`src/rtl/qos_pkg.sv`:
```
// Shared definitions for the QoS virtual-channel to destination scheduler.
// State encodings, error-bit positions and the destination-bit helper.
package qos_pkg;

    localparam logic [4:0] ST_RESET  = 5'b00001;
    localparam logic [4:0] ST_INIT   = 5'b00010;
    localparam logic [4:0] ST_IDLE   = 5'b00100;
    localparam logic [4:0] ST_ACTIVE = 5'b01000;
    localparam logic [4:0] ST_ERROR  = 5'b10000;

    typedef enum logic [4:0] {
        S_RESET  = ST_RESET,
        S_INIT   = ST_INIT,
        S_IDLE   = ST_IDLE,
        S_ACTIVE = ST_ACTIVE,
        S_ERROR  = ST_ERROR
    } state_e;

    localparam int ERR_VC0 = 0;
    localparam int ERR_VC1 = 1;
    localparam int ERR_D0  = 2;
    localparam int ERR_D1  = 3;

    // Destination select is carried in the top bit of every data word.
    function automatic int dest_idx(input int bw);
        return bw - 1;
    endfunction

endpackage

```
`src/rtl/qos_vc_arbiter.sv`:
```
// VC0-priority arbiter with a weighted starvation guard for VC1.
// One grant per cycle at most; counter tracks consecutive VC0 wins.
module qos_vc_arbiter #(
    parameter int WEIGHT = 4
) (
    input  logic clk,
    input  logic rst_n,
    input  logic vc0_empty_i,
    input  logic vc1_empty_i,
    input  logic allow_i,
    input  logic enable_i,
    output logic grant0_o,
    output logic grant1_o
);

    localparam logic [3:0] WMAX = 4'(WEIGHT);

    logic [3:0] cnt_q, cnt_d;
    logic       go;
    logic       starve;

    assign go     = allow_i & enable_i;
    assign starve = (cnt_q >= WMAX) & ~vc1_empty_i;

    assign grant0_o = go & ~vc0_empty_i & ~starve;
    assign grant1_o = go & ~vc1_empty_i & (vc0_empty_i | starve);

    always_comb begin
        cnt_d = cnt_q;
        if (vc1_empty_i || grant1_o) begin
            cnt_d = '0;
        end else if (grant0_o && (cnt_q < WMAX)) begin
            cnt_d = cnt_q + 4'd1;
        end
    end

    always_ff @(posedge clk or negedge rst_n) begin
        if (!rst_n) begin
            cnt_q <= '0;
        end else begin
            cnt_q <= cnt_d;
        end
    end

endmodule

```
`src/rtl/qos_vc_dest_scheduler.sv`:
```
// Moves words from VC0/VC1 into D0/D1 with weighted priority and backpressure.
// Also sequences threshold programming and reports FSM status.
module qos_vc_dest_scheduler
    import qos_pkg::*;
#(
    parameter int BW     = 6,
    parameter int LEN    = 4,
    parameter int WEIGHT = 4
) (
    input  logic           clk,
    input  logic           reset_L,
    input  logic           init,
    input  logic [LEN-1:0] Umbral_LOW_in,
    input  logic [LEN-1:0] Umbral_HIGH_in,
    input  logic           VC0_empty,
    input  logic           VC1_empty,
    input  logic [BW-1:0]  VC0_data,
    input  logic [BW-1:0]  VC1_data,
    output logic           VC0_rd,
    output logic           VC1_rd,
    input  logic           D0_almost_full,
    input  logic           D1_almost_full,
    input  logic [3:0]     fifo_error,
    output logic           D0_wr,
    output logic           D1_wr,
    output logic [BW-1:0]  D_data_out,
    output logic [LEN-1:0] UmbralD_LOW_cond,
    output logic [LEN-1:0] UmbralD_HIGH_cond,
    output logic [4:0]     state,
    output logic           idle_out,
    output logic           active_out,
    output logic           error_out
);

    localparam int DST = dest_idx(BW);

    state_e         state_q, state_d;
    logic           pend_q;
    logic           src_q;
    logic [BW-1:0]  dout_q;
    logic [LEN-1:0] low_q, high_q;

    logic           any_err;
    logic           vc_busy;
    logic           g0, g1;
    logic           arb_en, arb_allow;
    logic [BW-1:0]  sel_data;

    assign any_err = |fifo_error;
    assign vc_busy = ~VC0_empty | ~VC1_empty;

    always_comb begin
        state_d = state_q;
        unique case (state_q)
            S_RESET:  state_d = S_INIT;
            S_INIT: begin
                if (any_err)    state_d = S_ERROR;
                else if (!init) state_d = S_IDLE;
            end
            S_IDLE: begin
                if (any_err)      state_d = S_ERROR;
                else if (init)    state_d = S_INIT;
                else if (vc_busy) state_d = S_ACTIVE;
            end
            S_ACTIVE: begin
                if (any_err)                   state_d = S_ERROR;
                else if (init)                 state_d = S_INIT;
                else if (!vc_busy && !pend_q)  state_d = S_IDLE;
            end
            S_ERROR:  state_d = S_ERROR;
            default:  state_d = S_RESET;
        endcase
    end

    // Destination is unknown until the word is read, so either almost-full blocks.
    assign arb_en    = (state_q == S_ACTIVE) & ~init;
    assign arb_allow = ~D0_almost_full & ~D1_almost_full;

    qos_vc_arbiter #(
        .WEIGHT (WEIGHT)
    ) u_arb (
        .clk         (clk),
        .rst_n       (reset_L),
        .vc0_empty_i (VC0_empty),
        .vc1_empty_i (VC1_empty),
        .allow_i     (arb_allow),
        .enable_i    (arb_en),
        .grant0_o    (g0),
        .grant1_o    (g1)
    );

    assign VC0_rd = g0;
    assign VC1_rd = g1;

    assign sel_data   = src_q ? VC1_data : VC0_data;
    assign D0_wr      = pend_q & ~sel_data[DST];
    assign D1_wr      = pend_q &  sel_data[DST];
    assign D_data_out = pend_q ? sel_data : dout_q;

    always_ff @(posedge clk or negedge reset_L) begin
        if (!reset_L) begin
            state_q <= S_RESET;
            pend_q  <= 1'b0;
            src_q   <= 1'b0;
            dout_q  <= '0;
            low_q   <= '0;
            high_q  <= '0;
        end else begin
            state_q <= state_d;
            pend_q  <= g0 | g1;
            src_q   <= g1;
            if (pend_q) begin
                dout_q <= sel_data;
            end
            if (state_q == S_INIT) begin
                low_q  <= Umbral_LOW_in;
                high_q <= Umbral_HIGH_in;
            end
        end
    end

    assign UmbralD_LOW_cond  = low_q;
    assign UmbralD_HIGH_cond = high_q;
    assign state             = state_q;
    assign idle_out          = (state_q == S_IDLE);
    assign active_out        = (state_q == S_ACTIVE);
    assign error_out         = (state_q == S_ERROR);

endmodule

```
`config.mk`:
```
export PLATFORM = sky130hd
export DESIGN_NAME = qos_vc_dest_scheduler
export DESIGN_NICKNAME = d
export VERILOG_FILES = /design/src/rtl/qos_pkg.sv /design/src/rtl/qos_vc_arbiter.sv /design/src/rtl/qos_vc_dest_scheduler.sv
export SDC_FILE = /design/constraint.sdc
export NUM_CORES = 1
export LEC_CHECK = 0
export BUFFER_PORTS_ARGS = -buffer_cell sky130_fd_sc_hd__buf_4
export CAP_MARGIN = 20
export CORE_MARGIN = 5
export CORE_UTILIZATION = 40
export CTS_BUF_LIST = sky130_fd_sc_hd__clkbuf_16
export DETAILED_ROUTE_END_ITERATION = 12
export GPL_TIMING_DRIVEN = 1
export PLACE_DENSITY = 0.71
export SLEW_MARGIN = 20
export SYNTH_ARGS = -nofsm -noshare
export SYNTH_HDL_FRONTEND = slang
export SYNTH_SLANG_ARGS = --single-unit
```
`constraint.sdc`:
```
create_clock -name clk -period 2.7 [get_ports clk]
set_input_delay 0.54 -clock clk [delete_from_list [all_inputs] [get_ports clk]]
set_output_delay 0.54 -clock clk [all_outputs]
set_load 0.05 [all_outputs]
```
# Word level (Yosys, flattened, before mapping)
# Cells that the tools add are included.
# totals
regBits,25
input_bits,31
output_inout_bits,26
word_cells,59
# classes
addsub,1
n_lt_le_gt_ge,2
n_eq_ne,8
muxes,13
bitwise_logic,20
reduce_logical,8
# ops
operator,count
2-to-1 mux 5 bit,8
case mux 5 bit (5 select lines),1
2-to-1 mux 6 bit,2
bitwise AND 1 bit,10
2-to-1 mux 4 bit,2
!= test 4 x 2 -> 1 bit (second input constant),2
inverter 1 bit,7
== test 5 x 1 -> 1 bit (second input constant),1
== test 5 x 2 -> 1 bit (second input constant),1
== test 5 x 3 -> 1 bit (second input constant),1
== test 5 x 4 -> 1 bit (second input constant),1
== test 5 bit (second input constant),1
adder 4 x 1 -> 4 bit (second input constant),1
greater-or-equal comparator 4 x 3 -> 1 bit (second input constant),1
< comparator 4 x 3 -> 1 bit (second input constant),1
OR reduction 4 bit,1
!= test 3 bit (second input constant),1
bitwise OR 1 bit,3
AND reduction 3 bit,1
logical AND 1 bit,2
zero test 1 bit,2
nonzero test 2 bit,1
logical OR 1 bit,1

# Logic depth before layout (Yosys ltp)
# depth
depth_word,8
depth_mapped,5
ltp_nobuf,3

# Hierarchy
# From an unflattened synthesis, not the netlist that was laid out.
# hier_totals
hier_cells,104
hier_area_um2,1212.4
# by_module_without_submodules
mod,instances,cells_per_inst,area_each_um2,seq_area_each_um2
qos_vc_dest_scheduler,1,83,977.2,526.8
qos_vc_arbiter,1,21,235.2,100.1

# Least setup slack after synthesis
# No wires, ideal clock.
# synth_path
kind,register to output
start,"register state_q[3], in the netlist state[3]"
end,output port VC1_rd
arrival_time_ns,2.568
required_ns,2.160
setup_slack_ns,-0.408
stages_incl_launch_ff,5
n_path_buf,1
cell_sequence,dfrtp_1 clkbuf_1 nor2b_1 nand3_1 nor3_1
# synth_between
elab_chain_len,5
# synth_rtl
element,line,rtl
start: declaration,qos_vc_dest_scheduler.sv:37,"state_e state_q, state_d;"
start signal: assignment,qos_vc_dest_scheduler.sv:109,state_q <= state_d;
== test 5 x 4 -> 1 bit,qos_vc_dest_scheduler.sv:76,assign arb_en = (state_q == S_ACTIVE) & ~init;
bitwise AND 1 bit,qos_vc_dest_scheduler.sv:76,
bitwise AND 1 bit,qos_vc_arbiter.sv:22,assign go = allow_i & enable_i;
bitwise AND 1 bit (2 in a row),qos_vc_arbiter.sv:26,assign grant1_o = go & ~vc1_empty_i & (vc0_empty_i | starve);
end: declaration,qos_vc_dest_scheduler.sv:20,"output logic VC1_rd,"
# Every way passes these cells.

# Final worst setup path
# Ends and elaborated chain as after synthesis.

==> run_results.csv <==
group,metric,value,unit
sta,timing.max_slew.rel_slack,68.4,%
setup_path,start_kind,"flip-flop",
cells_and_area,nets,199,
logic_synthesis,yosys.cell_types.count,32,
logic_synthesis,ys.warnings.count,0,
logic_synthesis,synth_ff_type,"dfrtp_1",
placement,port-buffer-count,56,
placement,routabilityCongestion,0.793,
setup_path,critical_path.endpoint,"VC1_rd",
clock_tree,worst_setup_hold_path_clk_slew,60,ps
die,rows,19,
setup_path,worstSetupEndpointType,"output port",
sta,fmaxAchievable,415,MHz
route,post_drt_via_cell_ratio,5.16,
sta,timing.final.setup_violations,0,
grt,antenna_found_initial,0,
route,drt_pass1_iterations,4,
clock_tree,cts.repair.resized,0,
worst_hold_path,hp-class,"input pin to async pin",
setup_path,cp-startpoint,"state[3]$_DFFE_PN0P_",
placement,place_hpwl,2.14,mm
route,post_drt_wl_per_cell,13.7,um
sta,final.min_clock_period,2410,ps
setup_path,crit_fanout,10,
pwr,power-per-cell-area,894,mW/mm^2
route,detail_route.iter0.violations,46,
setup_path,r2r-end,"UmbralD_LOW_cond[0]$_DFFE_PN0P_",
logic_synthesis,syn_inst,111,
route,route.antenna.remaining_nets,0,
clock_tree,clkSinkCount,25,
logic_synthesis,synth-seq-area-share,52.8,%
status,run_status,"finished, final reports clean",
setup_path,crit_arrival,1870,ps
logic_synthesis,synth-async-reset-ratio,100,%
route,number_of_design_rule_violations_left_after_detail_routing,0,
clock_tree,ctsHoldBuffers,0,
sta,grt_setup_unrepaired,"no",
cells_and_area,area_growth,44.8,%
sta,worst_pin_slew,470,ps
sta,finalHoldViolations,0,
grt,grt_first_pass_wirelength,4.60,mm
logic_synthesis,synthesis.nets,143,
setup_path,critical_path_class,"flip-flop to output port",
die,fp.dieArea,0.00416,sq mm
pwr,p_leak,0.000818,uW
cells_and_area,insertedDiodeCount,0,
sta,worst_clock_skew,2.44,ps
die,die_y,64.5,um
job,maxCapViolations,0,
logic_synthesis,postSynthAreaPerCell,10.7,sq um
clock_tree,cts_root_buffer,"clkbuf_16",
clock_tree,cts_tree,"built",
sta,fin_setup_tns,0,ps
logic_synthesis,number_of_storage_elements_in_the_synthesis_netlist,25,
clock_tree,clk_latency,250,ps
clock_tree,cts.path.max_buffers,2,
grt,globalRouteTotalUtil,13.9,%
route,drt_wl_total,2.71,mm
cells_and_area,final_layout_size_suffix_gt1_share,38.6,%
die,initial_utilization,42.3,%
logic_synthesis,synth_edf_count,0,
clock_tree,htree_levels,1,
sta,finalCritPeriodShare,89.2,%
setup_path,slowest_stage,"dfrtp_1",
sta,timing.hold.ws,181,ps
route,via_count,1017,
logic_synthesis,mappedNetlistArea,0.00119,sq mm
setup_path,r2r-start,"state[2]$_DFFE_PN0P_",
setup_path,crit_path_max_cell_delay,500,ps
die,chipWidth,64.5,um
clock_tree,cts_made_buffers,3,
grt,pin_count_of_the_biggest_net_entering_global_routing,26,
clock_tree,postCtsSetupRepairBufs,0,
pwr,vdd_drop_max,623,uV
setup_path,reg2reg_slack,1100,ps
pwr,report.power.total,1540,uW
die,pin_count,57,
setup_path,critPathRequiredTime,2160,ps
grt,grt-ovfl-total,0,
setup_path,worstPathCellList,"nor2b_1, nand3_1, nor3_2, buf_4",
die,coreArea,0.00281,sq mm
setup_path,rr_worst_depth,3,
sta,drv_slew,0,
grt,grt_pass1_vias,1004,
-- critical path: cells and delay by family (launching register included) --
kind	cells	cell delay, ps
flip-flops	1	500
AND/OR/NAND/NOR	3	890
buffers and inverters	1	230
-- layout by cell type, fill, tap and decap left out, types with 2 or more instances in the layout --
master	n
a21oi_1	6
and2_1	4
and3_1	3
buf_4	57
clkbuf_16	3
dfrtp_1	24
mux2_1	8
mux2i_1	8
nand2_1	4
nand2b_1	3
nand3_1	3
nor2_1	14
nor2b_1	3
nor3_1	3
nor3_2	2
o21ai_0	2
o21ai_1	2
xor2_1	2
-- worst min-delay path by stage --
stage / endpoint
after floorplan: UmbralD_HIGH_cond[0]$_DFFE_PN0P_
after global placement: dout_q[2]$_DFF_PN0_
after detailed placement: dout_q[2]$_DFF_PN0_
after CTS: dout_q[2]$_DFF_PN0_
after global routing: dout_q[2]$_DFF_PN0_
final: state[3]$_DFFE_PN0P_
-- report_power, final --
| group | total (uW) | switching [uW] | internal (uW) |
|---|---|---|---|
| Sequential | 534 | 67.2 | 466 |
| Combinational | 694 | 453 | 241 |
| Clock | 309 | 112 | 197 |
| Total | 1540 | 632 | 905 |
-- logic make-up after synthesis --
family | count (synthesis) | synth area share (%)
simple gates | 44 | 19.6
compound gates | 17 | 8.75
buf+inv | 6 | 2.00
mux | 16 | 14.3
flops | 25 | 52.8
fa+ha+maj | 1 | 1.05
xor+xnor | 2 | 1.48
-- state kept, by name, indices dropped and copies added (netlist names) --
name / flops
pend_q: 1
u_arb.cnt_q: 4
src_q: 1
UmbralD_HIGH_cond: 4
state: 5
UmbralD_LOW_cond: 4
dout_q: 6
-- through the flow --
step                cell area, sq um  utilization, %  std cells  setup slack (ps)
global placement                1640            58.5        193               519
detailed placement              1640            58.5        193               491
global route                    1720            61.3        197               112
CTS                             1720            61.3        197               281
floorplan                       1200               -        111              8.17
finish                          1720            61.3        197               292
-- Yosys cell counts (all sizes together) (4+ instances only) --
master | instances | area, sq um
nor3 | 5 | 25.0
dfrtp | 24 | 601
mux2 | 8 | 90.1
mux2i | 8 | 80.1
nor2 | 14 | 52.6
and2 | 4 | 25.0
o21ai | 4 | 20.0
a21oi | 6 | 30.0
clkbuf | 4 | 15.0
nand2 | 4 | 15.0
-- metal layers --
layer / GRT usage, % / wire length (um) / vias to the layer above
met3: 5.18 / 356 / 4
li1: - / - / 504
met5: 0 / 0 / -
met1: 17.0 / 1110 / 464
met4: 5.54 / 31 / 0
met2: 22.2 / 1210 / 45
-- layout make-up --
cell class / count / area (sq um)
well taps: 31 / 38.8
clock buffers: 3 / 75.1
multi-input cells: 80 / 547
repair buffers: 57 / 428
clock inverters: 1 / 3.75
fillers: 239 / 1090
flip-flops and latches: 25 / 627
Note: power is estimated with default switching activity, not from simulation.
